==> src/rtl/multicycle_ctrl.sv <==
// Control FSM for the multicycle RV32I core: sequences fetch/decode/address/memory/execute/write-back
// over a shared ALU and memory port. Define MCTRL_JAL_EN to add JAL support.
module multicycle_ctrl (
    input  logic       clk,
    input  logic       rst,
    input  logic [6:0] OP,
    input  logic [2:0] funct3,
    input  logic       funct7,
    input  logic       Zero,
    input  logic       sign,
    input  logic       mem_ready,
    output logic       MemReq,
    output logic       MemWrite,
    output logic       AdrSrc,
    output logic       IRWrite,
    output logic       PCWrite,
    output logic       RegWrite,
    output logic [1:0] ResultSrc,
    output logic [1:0] ALUSrcA,
    output logic [1:0] ALUSrcB,
    output logic [1:0] ImmSrc,
    output logic [2:0] ALUControl,
    output logic       illegal,
    output logic [3:0] state_o
);

    // Memory handshake: a request (MemReq, with MemWrite qualifying stores) is held with all
    // selects stable until mem_ready is seen high; the access completes in that cycle.
    typedef enum logic [3:0] {
        S_FETCH   = 4'd0,
        S_DECODE  = 4'd1,
        S_MEMADR  = 4'd2,
        S_MEMRD   = 4'd3,
        S_MEMWB   = 4'd4,
        S_MEMWR   = 4'd5,
        S_EXECR   = 4'd6,
        S_EXECI   = 4'd7,
        S_ALUWB   = 4'd8,
        S_BRANCH  = 4'd9,
        S_JAL     = 4'd10,
        S_ILLEGAL = 4'd11
    } state_t;

    localparam logic [2:0] ALU_ADD = 3'b000;
    localparam logic [2:0] ALU_SUB = 3'b010;
    localparam logic [2:0] ALU_SLL = 3'b001;
    localparam logic [2:0] ALU_XOR = 3'b100;
    localparam logic [2:0] ALU_SRL = 3'b101;
    localparam logic [2:0] ALU_OR  = 3'b110;
    localparam logic [2:0] ALU_AND = 3'b111;

    state_t state, next;
    logic   mem_req_c, mem_write_c, ir_write_c, pc_write_c, reg_write_c;
    logic [2:0] exec_alu;
    logic       br_taken;

    always_ff @(posedge clk or posedge rst) begin
        if (rst) state <= S_FETCH;
        else     state <= next;
    end

    always_comb begin
        exec_alu = ALU_ADD;
        case (funct3)
            3'b000:  exec_alu = (OP[5] && funct7) ? ALU_SUB : ALU_ADD;
            3'b001:  exec_alu = ALU_SLL;
            3'b100:  exec_alu = ALU_XOR;
            3'b101:  exec_alu = ALU_SRL;
            3'b110:  exec_alu = ALU_OR;
            3'b111:  exec_alu = ALU_AND;
            default: exec_alu = ALU_ADD;
        endcase
        br_taken = 1'b0;
        case (funct3)
            3'b000:  br_taken = Zero;
            3'b001:  br_taken = ~Zero;
            3'b100:  br_taken = sign;
            default: br_taken = 1'b0;
        endcase
    end

    always_comb begin
        next        = state;
        mem_req_c   = 1'b0;
        mem_write_c = 1'b0;
        ir_write_c  = 1'b0;
        pc_write_c  = 1'b0;
        reg_write_c = 1'b0;
        AdrSrc      = 1'b0;
        ResultSrc   = 2'b00;
        ALUSrcA     = 2'b00;
        ALUSrcB     = 2'b00;
        ImmSrc      = 2'b00;
        ALUControl  = ALU_ADD;
        case (state)
            S_FETCH: begin
                mem_req_c = 1'b1;
                ALUSrcB   = 2'b10;
                ResultSrc = 2'b10;
                if (mem_ready) begin
                    ir_write_c = 1'b1;
                    pc_write_c = 1'b1;
                    next       = S_DECODE;
                end
            end
            S_DECODE: begin
                // Branch target (OldPC + B-imm) is parked in ALUOut for BRANCH to use.
                ALUSrcA = 2'b01;
                ALUSrcB = 2'b01;
                ImmSrc  = 2'b10;
                case (OP)
                    7'b0000011, 7'b0100011: next = S_MEMADR;
                    7'b0110011:             next = S_EXECR;
                    7'b0010011:             next = S_EXECI;
                    7'b1100011:             next = S_BRANCH;
`ifdef MCTRL_JAL_EN
                    7'b1101111: begin
                        ImmSrc = 2'b11;
                        next   = S_JAL;
                    end
`endif
                    default:                next = S_ILLEGAL;
                endcase
            end
            S_MEMADR: begin
                ALUSrcA = 2'b10;
                ALUSrcB = 2'b01;
                ImmSrc  = OP[5] ? 2'b01 : 2'b00;
                next    = OP[5] ? S_MEMWR : S_MEMRD;
            end
            S_MEMRD: begin
                mem_req_c = 1'b1;
                AdrSrc    = 1'b1;
                if (mem_ready) next = S_MEMWB;
            end
            S_MEMWB: begin
                ResultSrc   = 2'b01;
                reg_write_c = 1'b1;
                next        = S_FETCH;
            end
            S_MEMWR: begin
                mem_req_c   = 1'b1;
                mem_write_c = 1'b1;
                AdrSrc      = 1'b1;
                if (mem_ready) next = S_FETCH;
            end
            S_EXECR: begin
                ALUSrcA    = 2'b10;
                ALUControl = exec_alu;
                next       = S_ALUWB;
            end
            S_EXECI: begin
                ALUSrcA    = 2'b10;
                ALUSrcB    = 2'b01;
                ALUControl = exec_alu;
                next       = S_ALUWB;
            end
            S_ALUWB: begin
                reg_write_c = 1'b1;
                next        = S_FETCH;
            end
            S_BRANCH: begin
                ALUSrcA    = 2'b10;
                ALUControl = ALU_SUB;
                pc_write_c = br_taken;
                next       = S_FETCH;
            end
`ifdef MCTRL_JAL_EN
            S_JAL: begin
                // PC takes the target from ALUOut while the ALU forms OldPC+4 for rd.
                ALUSrcA    = 2'b01;
                ALUSrcB    = 2'b10;
                pc_write_c = 1'b1;
                next       = S_ALUWB;
            end
`endif
            S_ILLEGAL: next = S_ILLEGAL;
            default:   next = S_ILLEGAL;
        endcase
    end

    // Strobes are masked while rst is high so the reset cycle never requests or writes.
    assign MemReq   = mem_req_c   & ~rst;
    assign MemWrite = mem_write_c & ~rst;
    assign IRWrite  = ir_write_c  & ~rst;
    assign PCWrite  = pc_write_c  & ~rst;
    assign RegWrite = reg_write_c & ~rst;
    assign illegal  = (state == S_ILLEGAL);
    assign state_o  = state;

endmodule

==> config.mk <==
export PLATFORM = sky130hd
export DESIGN_NAME = multicycle_ctrl
export DESIGN_NICKNAME = d
export VERILOG_FILES = /design/src/rtl/multicycle_ctrl.sv
export SDC_FILE = /design/constraint.sdc
export NUM_CORES = 1
export LEC_CHECK = 0
export ABC_CLOCK_PERIOD_IN_PS = 3300
export CAP_MARGIN = 20
export CORE_MARGIN = 2
export CORE_UTILIZATION = 39
export CTS_BUF_LIST = sky130_fd_sc_hd__clkbuf_8
export CTS_CLUSTER_SIZE = 30
export DETAILED_ROUTE_END_ITERATION = 16
export HOLD_SLACK_MARGIN = 0.02
export MAX_ROUTING_LAYER = met4
export PLACE_DENSITY = 0.87
export SLEW_MARGIN = 20
export SYNTH_ARGS = -nofsm -noshare
export SYNTH_HDL_FRONTEND = slang
export SYNTH_SLANG_ARGS = --single-unit
==> constraint.sdc <==
create_clock -name clk -period 3.3 [get_ports clk]
set_input_delay 0.33 -clock clk [delete_from_list [all_inputs] [get_ports clk]]
set_output_delay 0.33 -clock clk [all_outputs]
set_load 0.05 [all_outputs]
==> results of run 1 <==
-- power by group through the flow --
stage / combinational, mW / clock [mW] / sequential (mW)
detailed placement: 0.0281 / 0 / 0.0499
floorplan: 0.00559 / 0 / 0.0499
finish: 0.0282 / 0.104 / 0.0494
global placement: 0.0276 / 0 / 0.0499
global route: 0.0306 / 0.112 / 0.0494
CTS: 0.0281 / 0.107 / 0.0494
-- critical path, delay by kind of cell (launching register included) --
kind                   cells  cell delay, ns
AND/OR/NAND/NOR            3            0.75
buffers and inverters      1            0.79
flip-flops                 1            0.69
AO/OA/AOI/OAI              1            0.13
-- layout make-up --
class,count,area (µm²)
clock buffers,3,41.3
fillers,109,362
inverters,2,7.51
multi-input cells,67,410
flip-flops and latches,4,100
well taps,15,18.8
repair buffers,38,378
-- cell usage after synthesis (all sizes together) --
cell type,count
nand3,3
buf,7
and4b,1
xnor2,3
and3,3
mux2i,1
a211oi,2
a32oi,1
nand4bb,1
nor2b,2
nand2,12
o21bai,1
nor3b,3
inv,2
or3b,1
nor4,3
dfrtp,4
a2bb2oi,1
o21ai,4
o21a,1
xor2,1
nand2b,1
o31a,2
a21o,1
nor2,10
a21oi,2
nor3,7
-- metrics by stage --
stage                      util  instance area, µm²  worst slack, ns  hold slack (ns)  cells
after global routing      0.726                 956            0.293            0.430    129
final                     0.726                 956            0.392            0.407    129
after CTS                 0.726                 956            0.388            0.400    129
after detailed placement  0.694                 915            0.622            0.640    126
after global placement    0.694                 915            0.718            0.641    126
after floorplan               -                 564           0.0824            0.118     80
-- kinds of logic after synthesis --
family          share of synthesized area
mux                                0.0179
buf+inv                            0.0964
simple gates                        0.460
xor+xnor                           0.0628
compound gates                      0.184
flops                               0.179
-- layer usage --
metal,global-route usage,up-vias
met4,0.103,0
met2,0.409,34
met3,0.0478,8
met5,-,-
li1,-,352
met1,0.232,348
-- final timing paths --
kind | start | endpoint | slack (ns)
worst max-delay path | state_o[0]$_DFFE_PP0P_ | PCWrite | 0.39
worst min-delay path | rst | state_o[1]$_DFFE_PP0P_ | 0.41
worst max register to register | state_o[1]$_DFFE_PP0P_ | state_o[0]$_DFFE_PP0P_ | 1.71
worst min register to register | state_o[0]$_DFFE_PP0P_ | state_o[2]$_DFFE_PP0P_ | 0.87
max in group asynchronous | rst | state_o[0]$_DFFE_PP0P_ | 2.67
min in group clk | state_o[0]$_DFFE_PP0P_ | state_o[2]$_DFFE_PP0P_ | 0.87
==> impl_metrics.yaml, run 1 <==
sta:
  period_minus_slack_ns: 2.91
  rsz0062_at_grt: "no"
  min_period_over_period: 0.881
  worst_slew_pin_slew_ns: 0.579
  relSlewSlack: 0.614
  clock.fmax_mhz: 344
  setup_viol_count_final: 0
  finalHoldViolCount: 0
  finalClockSkew_ns: 0.00593
  setup-tns-final_ns: 0
  slew_violations: 0
logic_synthesis:
  ys_seq_area_frac: 0.179
  ys.warnings.count: 0
  synth_cell_types: 30
  synth_fp_nets: 96
  ys_seq_elements: 4
  synth_top_cell_area_share: 0.179
  ys_top_cells_by_area: "dfrtp_1 (18%), nand2_1 (8.1%), nor2_1 (6.7%)"
  synthCells: 80
  syn_avg_cell_area_um2: 6.98
  synth_top_area_cell: "dfrtp_1"
  syn_area_um2: 558
clock_tree:
  cts_buffers: 3
  ctsRootBufferMaster: "clkbuf_8"
  cts_tree: "yes"
  cts_hold_buf: 0
  htree_levels: 1
  clk_latency_ns: 0.22
  clock_tree.buffer_depth: 2
  clkSlewWorstSetupHoldPaths_ns: 0.03
  clock_sinks: 4
  cts_setup_buffers: 0
  cts_resized: 0
routing:
  drt_iter0_drc: 14
  drt.antenna.violating_nets: 0
  drt_pass1_iterations: 4
  wl_per_cell_um: 14.5
  met2_length_um: 1020
  met1_length_um: 701
  wl_met3_um: 88
  wl_um: 1870
  drc: 0
  maxUsedRoutingLayer: "met4"
  via_count: 742
  vias_per_cell: 5.75
power_and_ir_drop:
  p_leak_nw: 0.367
  p_switching_mw: 0.0367
  seq_power_share: 0.271
  p_int_mw: 0.145
  switching_share: 0.202
  comb_power_share: 0.155
  clkPwrFrac: 0.574
  p_total_mw: 0.182
  power.density_nw_per_um2: 190
  vdd_drop_max_mv: 0.294
cells_and_area:
  largest_reg_flops: 4
  area_delta_synth_final_pct: 71.3
  final_net_count: 132
  final_common_cell: "clkdlybuf4s50_1"
  antenna_cells: 0
  layout-drive-gt1-share: 0.0702
  layout.cells.most_common_list: "clkdlybuf4s50_1 (37), nand2_1 (12), nor2_1 (10)"
setup_path:
  reg2reg_depth: 4
  cp_cell_sequence: "nand2b_4, or3b_4, nor3_2, a21o_1, clkdlybuf4s50_1"
  arrival_ns: 2.58
  cp.required_ns: 2.97
  slowest_delay_ns: 0.79
  slowest_stage: "clkdlybuf4s50_1"
  endpoint_kind: "output port"
  critPathMaxFanout: 16
  crit_type: "flip-flop to output port"
  cp-start-kind: "flip-flop"
floorplan:
  fp.dieH_um: 41.8
  ioPinCount: 38
  core-area_um2: 1320
  die_x_um: 41.8
  die-area_um2: 1750
  placementRows: 13
  start_util: 0.424
placement:
  place_congestion: 0.897
  io_buffers: 37
  hpwl_um: 1470
global_routing:
  grt_first_pass_wirelength_um: 3010
  grt_pass1_vias: 714
  grt_start_max_net_pins: 19
  grt_overflow_total: 0
  track_usage: 0.227
  antenna_found_initial: 0
job:
  cap_violations: 0
run_status:
  outcome: "completed"
min_path:
  min_path_type: "primary input to asynchronous set/reset pin"
Note: power is estimated with default switching activity, not from simulation.
==> run 2: changes to the inputs <==
--- a/config.mk
+++ b/config.mk
@@ -5,16 +5,16 @@
 export SDC_FILE = /design/constraint.sdc
 export NUM_CORES = 1
 export LEC_CHECK = 0
-export ABC_CLOCK_PERIOD_IN_PS = 3300
+export ABC_CLOCK_PERIOD_IN_PS = 2900
 export CAP_MARGIN = 20
 export CORE_MARGIN = 2
-export CORE_UTILIZATION = 39
+export CORE_UTILIZATION = 36
 export CTS_BUF_LIST = sky130_fd_sc_hd__clkbuf_8
 export CTS_CLUSTER_SIZE = 30
 export DETAILED_ROUTE_END_ITERATION = 16
 export HOLD_SLACK_MARGIN = 0.02
 export MAX_ROUTING_LAYER = met4
-export PLACE_DENSITY = 0.87
+export PLACE_DENSITY = 0.81
 export SLEW_MARGIN = 20
 export SYNTH_ARGS = -nofsm -noshare
 export SYNTH_HDL_FRONTEND = slang
==> constraint.sdc (replaced) <==
create_clock -name clk -period 2.9 [get_ports clk]
set_input_delay 0.29 -clock clk [delete_from_list [all_inputs] [get_ports clk]]
set_output_delay 0.29 -clock clk [all_outputs]
set_load 0.05 [all_outputs]
==> impl_metrics.yaml, run 2 (synthesis results as in run 1) <==
floorplan:
  die-area_um2: 1880
  placementRows: 14
  die_x_um: 43.4
  fp.dieH_um: 43.4
  ioPinCount: 38
  core-area_um2: 1470
  start_util: 0.379
sta:
  clock.fmax_mhz: 383
  rsz0062_at_grt: "no"
  min_period_over_period: 0.901
  setup-tns-final_ns: 0
  worst_slew_pin_slew_ns: 0.602
  relSlewSlack: 0.599
  setup_viol_count_final: 0
  period_minus_slack_ns: 2.61
  finalClockSkew_ns: 0.00204
  slew_violations: 0
  finalHoldViolCount: 0
power_and_ir_drop:
  p_leak_nw: 0.380
  switching_share: 0.196
  seq_power_share: 0.273
  p_int_mw: 0.165
  clkPwrFrac: 0.571
  p_switching_mw: 0.0404
  comb_power_share: 0.156
  vdd_drop_max_mv: 0.195
  p_total_mw: 0.206
  power.density_nw_per_um2: 209
routing:
  drc: 0
  wl_um: 1760
  drt_pass1_iterations: 4
  vias_per_cell: 5.51
  wl_per_cell_um: 13.3
  drt.antenna.violating_nets: 0
  drt_iter0_drc: 11
  via_count: 727
clock_tree:
  ctsRootBufferMaster: "clkbuf_8"
  cts_tree: "yes"
  cts_buffers: 3
  cts_hold_buf: 0
  cts_setup_buffers: 0
  clk_latency_ns: 0.22
  clock_tree.buffer_depth: 2
  cts_resized: 0
  htree_levels: 1
  clock_sinks: 4
  clkSlewWorstSetupHoldPaths_ns: 0.03
setup_path:
  endpoint_kind: "output port"
  critPathMaxFanout: 11
  cp.required_ns: 2.61
  arrival_ns: 2.32
  crit_type: "flip-flop to output port"
  cp-start-kind: "flip-flop"
placement:
  hpwl_um: 1360
  io_buffers: 37
  place_congestion: 0.885
cells_and_area:
  final_net_count: 134
  area_delta_synth_final_pct: 76.2
  antenna_cells: 0
  final_common_cell: "clkdlybuf4s50_1"
  layout.cells.most_common_list: "clkdlybuf4s50_1 (36), nand2_1 (12), nor2_1 (10)"
  layout-drive-gt1-share: 0.103
  largest_reg_flops: 4
global_routing:
  track_usage: 0.204
  antenna_found_initial: 0
  grt_pass1_vias: 672
  grt_first_pass_wirelength_um: 2820
  grt_start_max_net_pins: 18
  grt_overflow_total: 0
min_path:
  min_path_type: "primary input to asynchronous set/reset pin"
job:
  cap_violations: 0
run_status:
  outcome: "completed"
==> run 2: path summary, 6_finish.rpt <==
kind	startpoint	to	slack, ns	cells after the start
max in group asynchronous	rst	state_o[3]$_DFFE_PP0P_	2.33	2
min in group clk	state_o[1]$_DFFE_PP0P_	state_o[3]$_DFFE_PP0P_	0.83	2
worst max-delay path	state_o[2]$_DFFE_PP0P_	ALUControl[1]	0.29	4
worst max register to register	state_o[1]$_DFFE_PP0P_	state_o[0]$_DFFE_PP0P_	1.31	5
worst min register to register	state_o[1]$_DFFE_PP0P_	state_o[3]$_DFFE_PP0P_	0.83	2
worst min-delay path	rst	state_o[1]$_DFFE_PP0P_	0.36	2
==> run 2: critical path, stage by stage, from the launching register on <==
cell and delay [ns]:
dfrtp_1 0.53, nand2b_4 0.24, or3b_4 0.42, o21ai_0 0.09
clkdlybuf4s50_1 0.82
==> run 2: area by class of cell <==
class	count	area (µm²)
clock buffers	3	41.3
fillers	132	488
inverters	2	7.51
multi-input cells	67	424
flip-flops and latches	4	100
well taps	16	20.0
repair buffers	40	390
==> run 2: per-layer routing <==
| layer | GRT usage | vias up | part of all wire |
|---|---|---|---|
| met5 | - | - | 0 |
| met2 | 0.376 | 32 | 0.54 |
| met1 | 0.210 | 329 | 0.39 |
| met3 | 0.0458 | 4 | 0.062 |
| li1 | - | 362 | - |
| met4 | 0.0727 | 0 | 0.012 |
==> run 2: metrics by stage <==
| stage | util | instances | setup slack [ns] | area (µm²) | hold WS (ns) |
|---|---|---|---|---|---|
| 2_1_floorplan | - | 80 | 0.0494 | 578 | 0.0783 |
| 3_3_place_gp | 0.640 | 129 | 0.542 | 942 | 0.591 |
| 3_5_place_dp | 0.640 | 129 | 0.488 | 942 | 0.589 |
| 4_1_cts | 0.668 | 132 | 0.292 | 983 | 0.361 |
| 5_1_grt | 0.668 | 132 | 0.197 | 983 | 0.383 |
| 6_report | 0.668 | 132 | 0.287 | 983 | 0.363 |
==> run 2: power groups by stage <==
stage,clock network [mW],logic (mW),registers (mW)
floorplan,0,0.00636,0.0568
global placement,0,0.0311,0.0568
detailed placement,0,0.0320,0.0568
CTS,0.119,0.0322,0.0562
global route,0.122,0.0351,0.0562
finish,0.117,0.0320,0.0562
